--- src/rtl/led_pkg.sv ---
// ---------------------------------------------------------------------------
// led_pkg
// Shared definitions for the LED pattern blocks: pattern-mode encodings,
// FSM state encodings and the seed-pattern helpers.
// No ports (package).
// ---------------------------------------------------------------------------
package led_pkg;

    // Mode_Sel encodings
    localparam logic [1:0] MODE_BLINK = 2'd0;
    localparam logic [1:0] MODE_RUN_L = 2'd1;
    localparam logic [1:0] MODE_RUN_R = 2'd2;
    localparam logic [1:0] MODE_PONG  = 2'd3;

    // FSM state encodings; each non-IDLE state is the mode being displayed
    localparam logic [2:0] ST_IDLE  = 3'd0;
    localparam logic [2:0] ST_BLINK = 3'd1;
    localparam logic [2:0] ST_RUN_L = 3'd2;
    localparam logic [2:0] ST_RUN_R = 3'd3;
    localparam logic [2:0] ST_PONG  = 3'd4;

    // State that displays a given requested mode
    function automatic logic [2:0] mode_state(input logic [1:0] mode);
        logic [2:0] st;
        case (mode)
            MODE_BLINK: st = ST_BLINK;
            MODE_RUN_L: st = ST_RUN_L;
            MODE_RUN_R: st = ST_RUN_R;
            default:    st = ST_PONG;
        endcase
        return st;
    endfunction

    // Bit idx of the seed pattern for a mode on a bank of width w.
    // BLINK: all ones; RUN_R: MSB only; RUN_L and PONG: LSB only.
    function automatic logic seed_bit(input logic [1:0] mode,
                                      input int unsigned idx,
                                      input int unsigned w);
        logic b;
        case (mode)
            MODE_BLINK: b = 1'b1;
            MODE_RUN_R: b = (idx == w - 1);
            default:    b = (idx == 0);
        endcase
        return b;
    endfunction

endpackage

--- src/rtl/edge_detect_module.sv ---
// ---------------------------------------------------------------------------
// edge_detect_module
// Rising-edge detector on a same-domain signal: registers the previous
// value and flags the cycle in which Sig_In is high but was low before.
// Ports:
//   CLK      - system clock
//   RST      - synchronous, active-high reset (previous value cleared)
//   Sig_In   - signal to watch (must already be in the CLK domain)
//   Rise_Out - combinational, high in the first cycle Sig_In is sampled high
// ---------------------------------------------------------------------------
module edge_detect_module (
    input  logic CLK,
    input  logic RST,
    input  logic Sig_In,
    output logic Rise_Out
);

    logic rPrev;

    always_ff @(posedge CLK) begin
        if (RST) begin
            rPrev <= 1'b0;
        end else begin
            rPrev <= Sig_In;
        end
    end

    assign Rise_Out = Sig_In & ~rPrev;

endmodule

--- src/rtl/led_pattern_module.sv ---
// ---------------------------------------------------------------------------
// led_pattern_module
// Drives a parallel LED bank with a selectable pattern, advancing one step
// on every rising edge of the flash-stage square wave.
// Parameters:
//   LED_W     - number of LEDs (2..16)
// Ports:
//   CLK       - system clock (same domain as the flash stage)
//   RST       - synchronous, active-high reset
//   Flash_In  - square wave from the flash stage; rising edge = one step
//   En        - step enable; 0 drops steps (they are not deferred)
//   Mode_Sel  - requested pattern: 0 blink, 1 run-left, 2 run-right, 3 ping-pong
//   LED_Out   - LED drive, active-high
//   Step_Tick - 1-cycle pulse in the cycle LED_Out takes a new value
// ---------------------------------------------------------------------------
module led_pattern_module
    import led_pkg::*;
#(
    parameter int unsigned LED_W = 4
) (
    input  logic             CLK,
    input  logic             RST,
    input  logic             Flash_In,
    input  logic             En,
    input  logic [1:0]       Mode_Sel,
    output logic [LED_W-1:0] LED_Out,
    output logic             Step_Tick
);

    logic             flash_rise;
    logic             step;
    logic [2:0]       state;
    logic [2:0]       state_nxt;
    logic [2:0]       req_state;
    logic             dir_up;
    logic             dir_up_nxt;
    logic [LED_W-1:0] led_nxt;
    logic [LED_W-1:0] seed;
    logic [LED_W-1:0] shifted;
    logic             tick_nxt;

    edge_detect_module u_flash_edge (
        .CLK      (CLK),
        .RST      (RST),
        .Sig_In   (Flash_In),
        .Rise_Out (flash_rise)
    );

    assign step      = flash_rise & En;
    assign req_state = mode_state(Mode_Sel);

    always_comb begin
        seed = '0;
        for (int unsigned i = 0; i < LED_W; i++) begin
            seed[i] = seed_bit(Mode_Sel, i, LED_W);
        end
    end

    // A step either advances the current pattern (mode unchanged) or loads
    // the seed of the newly requested mode; never both on the same step.
    always_comb begin
        state_nxt  = state;
        led_nxt    = LED_Out;
        dir_up_nxt = dir_up;
        tick_nxt   = 1'b0;
        shifted    = '0;
        if (step) begin
            tick_nxt = 1'b1;
            if (state != req_state) begin
                state_nxt  = req_state;
                led_nxt    = seed;
                dir_up_nxt = 1'b1;
            end else begin
                case (state)
                    ST_BLINK: led_nxt = ~LED_Out;
                    ST_RUN_L: led_nxt = {LED_Out[LED_W-2:0], LED_Out[LED_W-1]};
                    ST_RUN_R: led_nxt = {LED_Out[0], LED_Out[LED_W-1:1]};
                    ST_PONG: begin
                        // Direction flips on the step that reaches an end,
                        // so each endpoint is shown for a single step.
                        if (dir_up) begin
                            shifted = LED_Out << 1;
                            if (shifted[LED_W-1]) begin
                                dir_up_nxt = 1'b0;
                            end
                        end else begin
                            shifted = LED_Out >> 1;
                            if (shifted == LED_W'(1)) begin
                                dir_up_nxt = 1'b1;
                            end
                        end
                        led_nxt = shifted;
                    end
                    default: led_nxt = LED_Out;
                endcase
            end
        end
    end

    always_ff @(posedge CLK) begin
        if (RST) begin
            state     <= ST_IDLE;
            LED_Out   <= '0;
            Step_Tick <= 1'b0;
            dir_up    <= 1'b1;
        end else begin
            state     <= state_nxt;
            LED_Out   <= led_nxt;
            Step_Tick <= tick_nxt;
            dir_up    <= dir_up_nxt;
        end
    end

endmodule

--- config.mk ---
export PLATFORM = sky130hd
export DESIGN_NAME = led_pattern_module
export DESIGN_NICKNAME = d
export VERILOG_FILES = /design/src/rtl/led_pkg.sv /design/src/rtl/edge_detect_module.sv /design/src/rtl/led_pattern_module.sv
export SDC_FILE = /design/constraint.sdc
export NUM_CORES = 1
export LEC_CHECK = 0
export ABC_AREA = 1
export BUFFER_PORTS_ARGS = -buffer_cell sky130_fd_sc_hd__buf_2
export CAP_MARGIN = 20
export CORE_MARGIN = 1.5
export CORE_UTILIZATION = 30
export CTS_CLUSTER_SIZE = 16
export DETAILED_ROUTE_END_ITERATION = 16
export GPL_ROUTABILITY_DRIVEN = 0
export HOLD_SLACK_MARGIN = 0.15
export PLACE_DENSITY = 0.57
export SLEW_MARGIN = 40
export SYNTH_ARGS = -nofsm -noshare
export SYNTH_HDL_FRONTEND = slang
export SYNTH_SLANG_ARGS = --single-unit
--- constraint.sdc ---
create_clock -name CLK -period 1.5 [get_ports CLK]
set_clock_uncertainty 0.05 [all_clocks]
set_input_delay 0.3 -clock CLK [delete_from_list [all_inputs] [get_ports CLK]]
set_output_delay 0.3 -clock CLK [all_outputs]
set_load 0.05 [all_outputs]
==> reports/qor.yml, run 1 <==
layout-drive-gt1-share: 0.2941
ys_seq_elements: 10
drtPass1Iterations: 4
path_class: "reg -> out"
synth_adder_area_share: 0.05068
drv_slew: 0
io_buffers: 10
place_area_sq_um: 852.1
status: "finished, final reports clean"
routed.top_layer: "met4"
yosys_warnings: 0
drc: 0
via_per_inst: 4.585
cp_num_buf_inv: 1
synth_xor_area_frac: 0
clk_pin_slew_worst_paths_ns: 0.07
crit_path_top_delay_cell: "dfxtp_1"
rsz0062_at_grt: "false"
grt_pass1_vias: 683
cts_inserted_buffers: 3
min_period_over_period: 0.9416
grt-ovfl-total: 0
finalWorstSetupSlack_ns: 0.08761
dp_cells: 159
synth_compound_area_frac: 0.1588
start_util: 0.3255
worst-path-max-fanout: 8
coreArea_sq_um: 2276
grt_usage: 0.1427
postCtsHoldBufs: 0
min_period_ns: 1.412
clock-sinks: 10
die_w_microns: 52.69
wl_met2_microns: 737
synth_top_area_frac: 0.2703
place_ws_ns: -0.2042
postSynthAreaPerCell_sq_um: 6.277
insertion_delay_ns: 0.27
path_cells: "buf_2"
drv_cap: 0
die_h_microns: 52.69
slowest_delay_ns: 0.47
p_leak_nw: 0.4576
startpoint_type: "flop"
synth_top_family_by_area: "simple AND/OR/NAND/NOR gates"
nNetsFinal: 146
cts_tree: "done"
r2r-start: "state[0]$_SDFFE_PP0P_"
fmax_mhz: 708.0
power_w: 0.0008379
wirelength_mm: 1.701
worst_pin_slew_ns: 0.2717
drt_iter0_markers: 13
hold_class: "in -> reg"
seq_area_frac_synth: 0.2703
cts_buffer_depth: 2
peakVddDrop_uv: 591.6
setup-violations-final: 0
netlist.top_cell.by_area: "dfxtp_1"
cp.required_ns: 1.15
cts-root-buf: "clkbuf_4"
power.density_nw_per_um2: 916.2
drtAntennaViolNets: 0
layout.cells.non_filler: 164
yosysUniqueCellTypes: 21
hold_slack_ns: 0.1660
crit_family: "flip-flops"
syn_area_sq_um: 740.7
antenna_found_initial: 0
insertedDiodeCount: 0
endpoint_kind: "output pin"
crit_arrival_ns: 1.06
rows: 17
ys_top_cells_by_area: "dfxtp_1 (27%), nand2_1 (11%), nor2_1 (11%)"
grt_max_degree: 9
slew_headroom: 0.8186
critPathLaunch: "LED_Out[2]$_SDFFE_PP0P_"
route.vias.total: 752
grt_pass1_wl_mm: 2.891
synth-simple-area-share: 0.4189
min_from: "RST"
syn-num-nets: 127
h-tree-depth: 1
wl_per_cell_microns: 10.37
io_pins: 11
hold_viol: 0
synthMuxAreaShare: 0
fin_area_sq_um: 914.6
syn_to_final_growth_pct: 23.48
hpwl_mm: 1.311
met1_length_microns: 872
syn_inst: 118
dieArea_sq_um: 2776
wl_met3_microns: 54
## report_power, final
group / leakage, nW / internal (W) / switching, W
Sequential: 0.0826 / 0.000287 / 0.0000325
Clock: 0.0210 / 0.000148 / 0.000103
Combinational: 0.354 / 0.0000954 / 0.000172
Total: 0.458 / 0.000531 / 0.000307
## registers in the layout (all words and copies together) (netlist names)
signal              cells
u_flash_edge.rPrev      1
state                   3
LED_Out                 4
Step_Tick               1
dir_up                  1
## final cells by class
class	count	area [sq um]
repair buffers	15	87.58
fillers	231	1361
flip-flops and latches	10	201.4
clock buffers	4	36.28
multi-input cells	88	483.0
well taps	28	35.03
inverters	19	71.32
## cell usage in the layout (no fill, tap or decap)
cell type and n:
nor3_1 1, nand2_4 2, ha_4 1, nor2_2 2
nand2_1 21, nor2_1 20, dfxtp_1 9, nand4_1 1
ha_1 2, inv_1 15, o22ai_1 1, clkbuf_8 1
a21oi_1 9, dfxtp_2 1, nand3_1 5, o21bai_2 1
clkbuf_4 3, nand3_4 1, inv_2 4, or2_1 1
buf_2 10, buf_4 5, nand2_2 7, o21ai_0 5
nor2_4 2, o21ai_1 6
## kinds of logic (layout without fill, tap and decap cells)
kind of cell / after synthesis / after routing
buffers and inverters: 20 / 38
AOI/OAI and AO/OA: 22 / 22
adders and majority gates: 3 / 3
DFF: 10 / 10
and+or+nand+nor: 63 / 63
## metrics by stage
step                setup TNS (ns)  utilization
floorplan                        0            -
global placement           -0.6895       0.3744
detailed placement          -1.017       0.3744
CTS                              0       0.3903
global route                     0       0.4019
finish                           0       0.4019
## cell usage after synthesis, drive strengths merged
| cell type | n |
|---|---|
| a21oi | 9 |
| clkbuf | 1 |
| dfxtp | 10 |
| ha | 3 |
| inv | 19 |
| nand2 | 30 |
| nand3 | 6 |
| nand4 | 1 |
| nor2 | 24 |
| nor3 | 1 |
| o21ai | 11 |
| o21bai | 1 |
| o22ai | 1 |
| or2 | 1 |
## final timing paths
check,depth (start not counted),to,slack [ns]
max,1,LED_Out[2],0.09
min,2,Step_Tick$_SDFF_PP0_,0.17
max reg2reg,8,LED_Out[1]$_SDFFE_PP0P_,0.15
min reg2reg,2,state[2]$_SDFFE_PP0P_,0.46
## timing repair
action / in CTS / in global routing
endpoints found under the hold margin: 0 / 0
resized for setup: 0 / 5
endpoints found under the setup margin: 0 / 4
buffers inserted: 0 / 1
## routing by layer
layer  vias to the layer above  GRT usage
li1                        406          -
met1                       330     0.1870
met2                        11     0.2146
met3                         5    0.02571
met4                         0    0.08547
met5                         -          0
Note: power is estimated with default switching activity, not from simulation.
==> inputs of run 2 (changes only) <==
--- a/config.mk
+++ b/config.mk
@@ -5,7 +5,6 @@
 export SDC_FILE = /design/constraint.sdc
 export NUM_CORES = 1
 export LEC_CHECK = 0
-export ABC_AREA = 1
 export BUFFER_PORTS_ARGS = -buffer_cell sky130_fd_sc_hd__buf_2
 export CAP_MARGIN = 20
 export CORE_MARGIN = 1.5
==> reports/qor.yml, run 2 <==
io_pins: 11
syn_inst: 103
yosys_warnings: 0
syn_area_sq_um: 833.3
dp_cells: 152
grt_pass1_wl_mm: 3.698
status: "finished, violations left"
synth_most_common_cell: "nor2_1"
grtUsageMet3: 0.04651
rsz0062_at_grt: "true"
via_per_inst: 5.438
path_class: "in -> reg"
p_leak_nw: 0.5253
grt_pass1_vias: 814
rows: 18
largestRegisters: "LED_Out x4, state x3"
route.vias.total: 870
grt_usage: 0.1467
cts_tree: "done"
ys.flop_type: "dfxtp_1"
final_cell_mix: "buf_4 (18), nor2_1 (13), nand2_1 (8), a21oi_1 (8), buf_2 (8)"
drc: 0
synth_top_area_frac: 0.2402
synth-async-reset-ratio: 0
wirelength_mm: 2.268
violations: "negative setup slack"
netlist.top_cell.by_area: "dfxtp_1"
wl_per_cell_microns: 14.18
insertion_delay_ns: 0.26
cts-root-buf: "clkbuf_4"
crit_family: "compound AO/OA/AOI/OAI gates"
drv_slew: 0
startpoint_type: "primary input"
worst_pin_slew_ns: 0.3657
drv_cap: 0
worst-path-max-fanout: 8
ff2ff_path_depth: 6
dieArea_sq_um: 3103
endpoint_kind: "flop"
grt-ovfl-total: 0
postCtsHoldBufs: 0
crit_arrival_ns: 1.68
layout-drive-gt1-share: 0.4846
cts_inserted_buffers: 3
final_common_cell: "buf_4"
yosys-top-cells-count: "nor2_1 (13), dfxtp_1 (10), a21oi_1 (9), nand2_1 (9), inv_1 (6)"
clock-sinks: 10
peakVddDrop_uv: 550.5
hold_viol: 0
ys_seq_elements: 10
min_period_over_period: 1.050
fmax_mhz: 635.0
slew_headroom: 0.7554
top_usage_layer: "met2"
largest_reg_flops: 4
insertedDiodeCount: 0
finalWorstSetupSlack_ns: -0.07479
place_ws_ns: -0.4209
power.density_nw_per_um2: 680.1
seq_area_frac_synth: 0.2402
min_period_ns: 1.575
yosysUniqueCellTypes: 42
top_register: "LED_Out"
drtPass1Iterations: 6
syn-num-nets: 112
setup-violations-final: 5
h-tree-depth: 1
clk_pin_slew_worst_paths_ns: 0.07
hold_class: "in -> reg"
die_w_microns: 55.71
layout.cells.non_filler: 160
drt_iter0_markers: 23
grt_max_degree: 12
ys_top_cells_by_area: "dfxtp_1 (24%), nor2_1 (5.9%), a21oi_1 (5.4%)"
die_h_microns: 55.71
postSynthAreaPerCell_sq_um: 8.090
hpwl_mm: 1.630
drtAntennaViolNets: 0
start_util: 0.3274
slowest_delay_ns: 0.26
antenna_found_initial: 0
cp_num_buf_inv: 3
io_buffers: 10
nNetsFinal: 141
coreArea_sq_um: 2545
cts_buffer_depth: 2
use_met1: 0.1932
path_cells: "buf_8 > inv_6 > ha_4 > xor2_4 > buf_6 > a21oi_4 > o311a_1 > o221a_1 > nor3_2"
crit_path_top_delay_cell: "ha_4"
cp.required_ns: 1.60
synth-edff-count: 0
grtUsageMet2: 0.2398
syn_to_final_growth_pct: 44.14
crit_cells: 9
hold_depth: 2
run 2: cell types whose count changed after synthesis, moves of 3 or more:
| cell | delta |
|---|---|
| nand2b_1 | +3 |
| o21ai_1 | -5 |
| inv_1 | -9 |
| nand2_1 | -13 |
| mux2i_1 | +4 |
| buf_6 | +3 |
| nand2_2 | -6 |
| nor2_1 | -8 |
| nand3_1 | -5 |
| inv_2 | -4 |
run 2: final timing paths:
path	startpoint	end	slack, ns
worst max-delay path	Mode_Sel[1]	LED_Out[0]$_SDFFE_PP0P_	-0.07
worst min-delay path	Flash_In	u_flash_edge.rPrev$_SDFF_PP0_	0.23
worst max register to register	state[2]$_SDFFE_PP0P_	LED_Out[0]$_SDFFE_PP0P_	-0.06
worst min register to register	LED_Out[1]$_SDFFE_PP0P_	LED_Out[1]$_SDFFE_PP0P_	0.48
run 2: kinds of logic after synthesis:
| logic type | after synthesis | share of synthesized area |
|---|---|---|
| AO/OA/AOI/OAI | 36 | 0.3183 |
| XOR/XNOR | 1 | 0.01952 |
| adder cells (fa/ha/maj) | 3 | 0.04505 |
| buffers and inverters | 12 | 0.09008 |
| flip-flops | 10 | 0.2402 |
| multiplexers | 5 | 0.06156 |
| AND/OR/NAND/NOR | 36 | 0.2252 |
run 2: cell type report:
| type | instances | area, sq um |
|---|---|---|
| fillers | 252 | 1344 |
| multi-input cells | 81 | 658.1 |
| repair buffers | 30 | 232.7 |
| flip-flops and latches | 10 | 210.2 |
| inverters | 6 | 40.04 |
| well taps | 30 | 37.54 |
| clock buffers | 3 | 22.52 |
run 2: worst register-to-register path, cell delays in order (launching register included):
cell      delay [ns]
dfxtp_2         0.34
buf_6           0.12
nand4_1         0.14
o31ai_4         0.11
a211oi_4        0.40
o221a_1         0.26
nor3_2          0.04
run 2: routing by layer:
layer / vias up / share of wire / wire length, microns
li1: 431 / - / -
met1: 417 / 0.44 / 992
met5: - / 0 / 0
met4: 0 / 0 / 0
met3: 0 / 0.056 / 128
met2: 22 / 0.51 / 1147
run 2: power breakdown:
part / leakage [nW] / switching, W / internal [W]
combinational: 0.427 / 0.000177 / 0.000149
clock: 0.0138 / 0.0000889 / 0.0000925
sequential: 0.0848 / 0.0000280 / 0.000282
run 2: metrics by stage:
step | total power (W) | instance area [sq um] | util | hold slack, ns | setup TNS (ns)
after global routing | 0.0008640 | 1201 | 0.4720 | 0.2290 | -0.6006
final | 0.0008169 | 1201 | 0.4720 | 0.2319 | -0.2110
after floorplan | 0.0005138 | 905.9 | - | 0.3782 | -0.3946
after CTS | 0.0007924 | 1144 | 0.4494 | 0.2297 | -0.2669
after global placement | 0.0005856 | 1052 | 0.4135 | 0.4872 | -1.942
after detailed placement | 0.0005885 | 1052 | 0.4135 | 0.4842 | -2.091
run 2: timing repair:
action,4_1_cts,5_1_grt
setup buffers,2,3
resized for setup,15,8
pin swaps,5,10
setup endpoints to repair,5,5
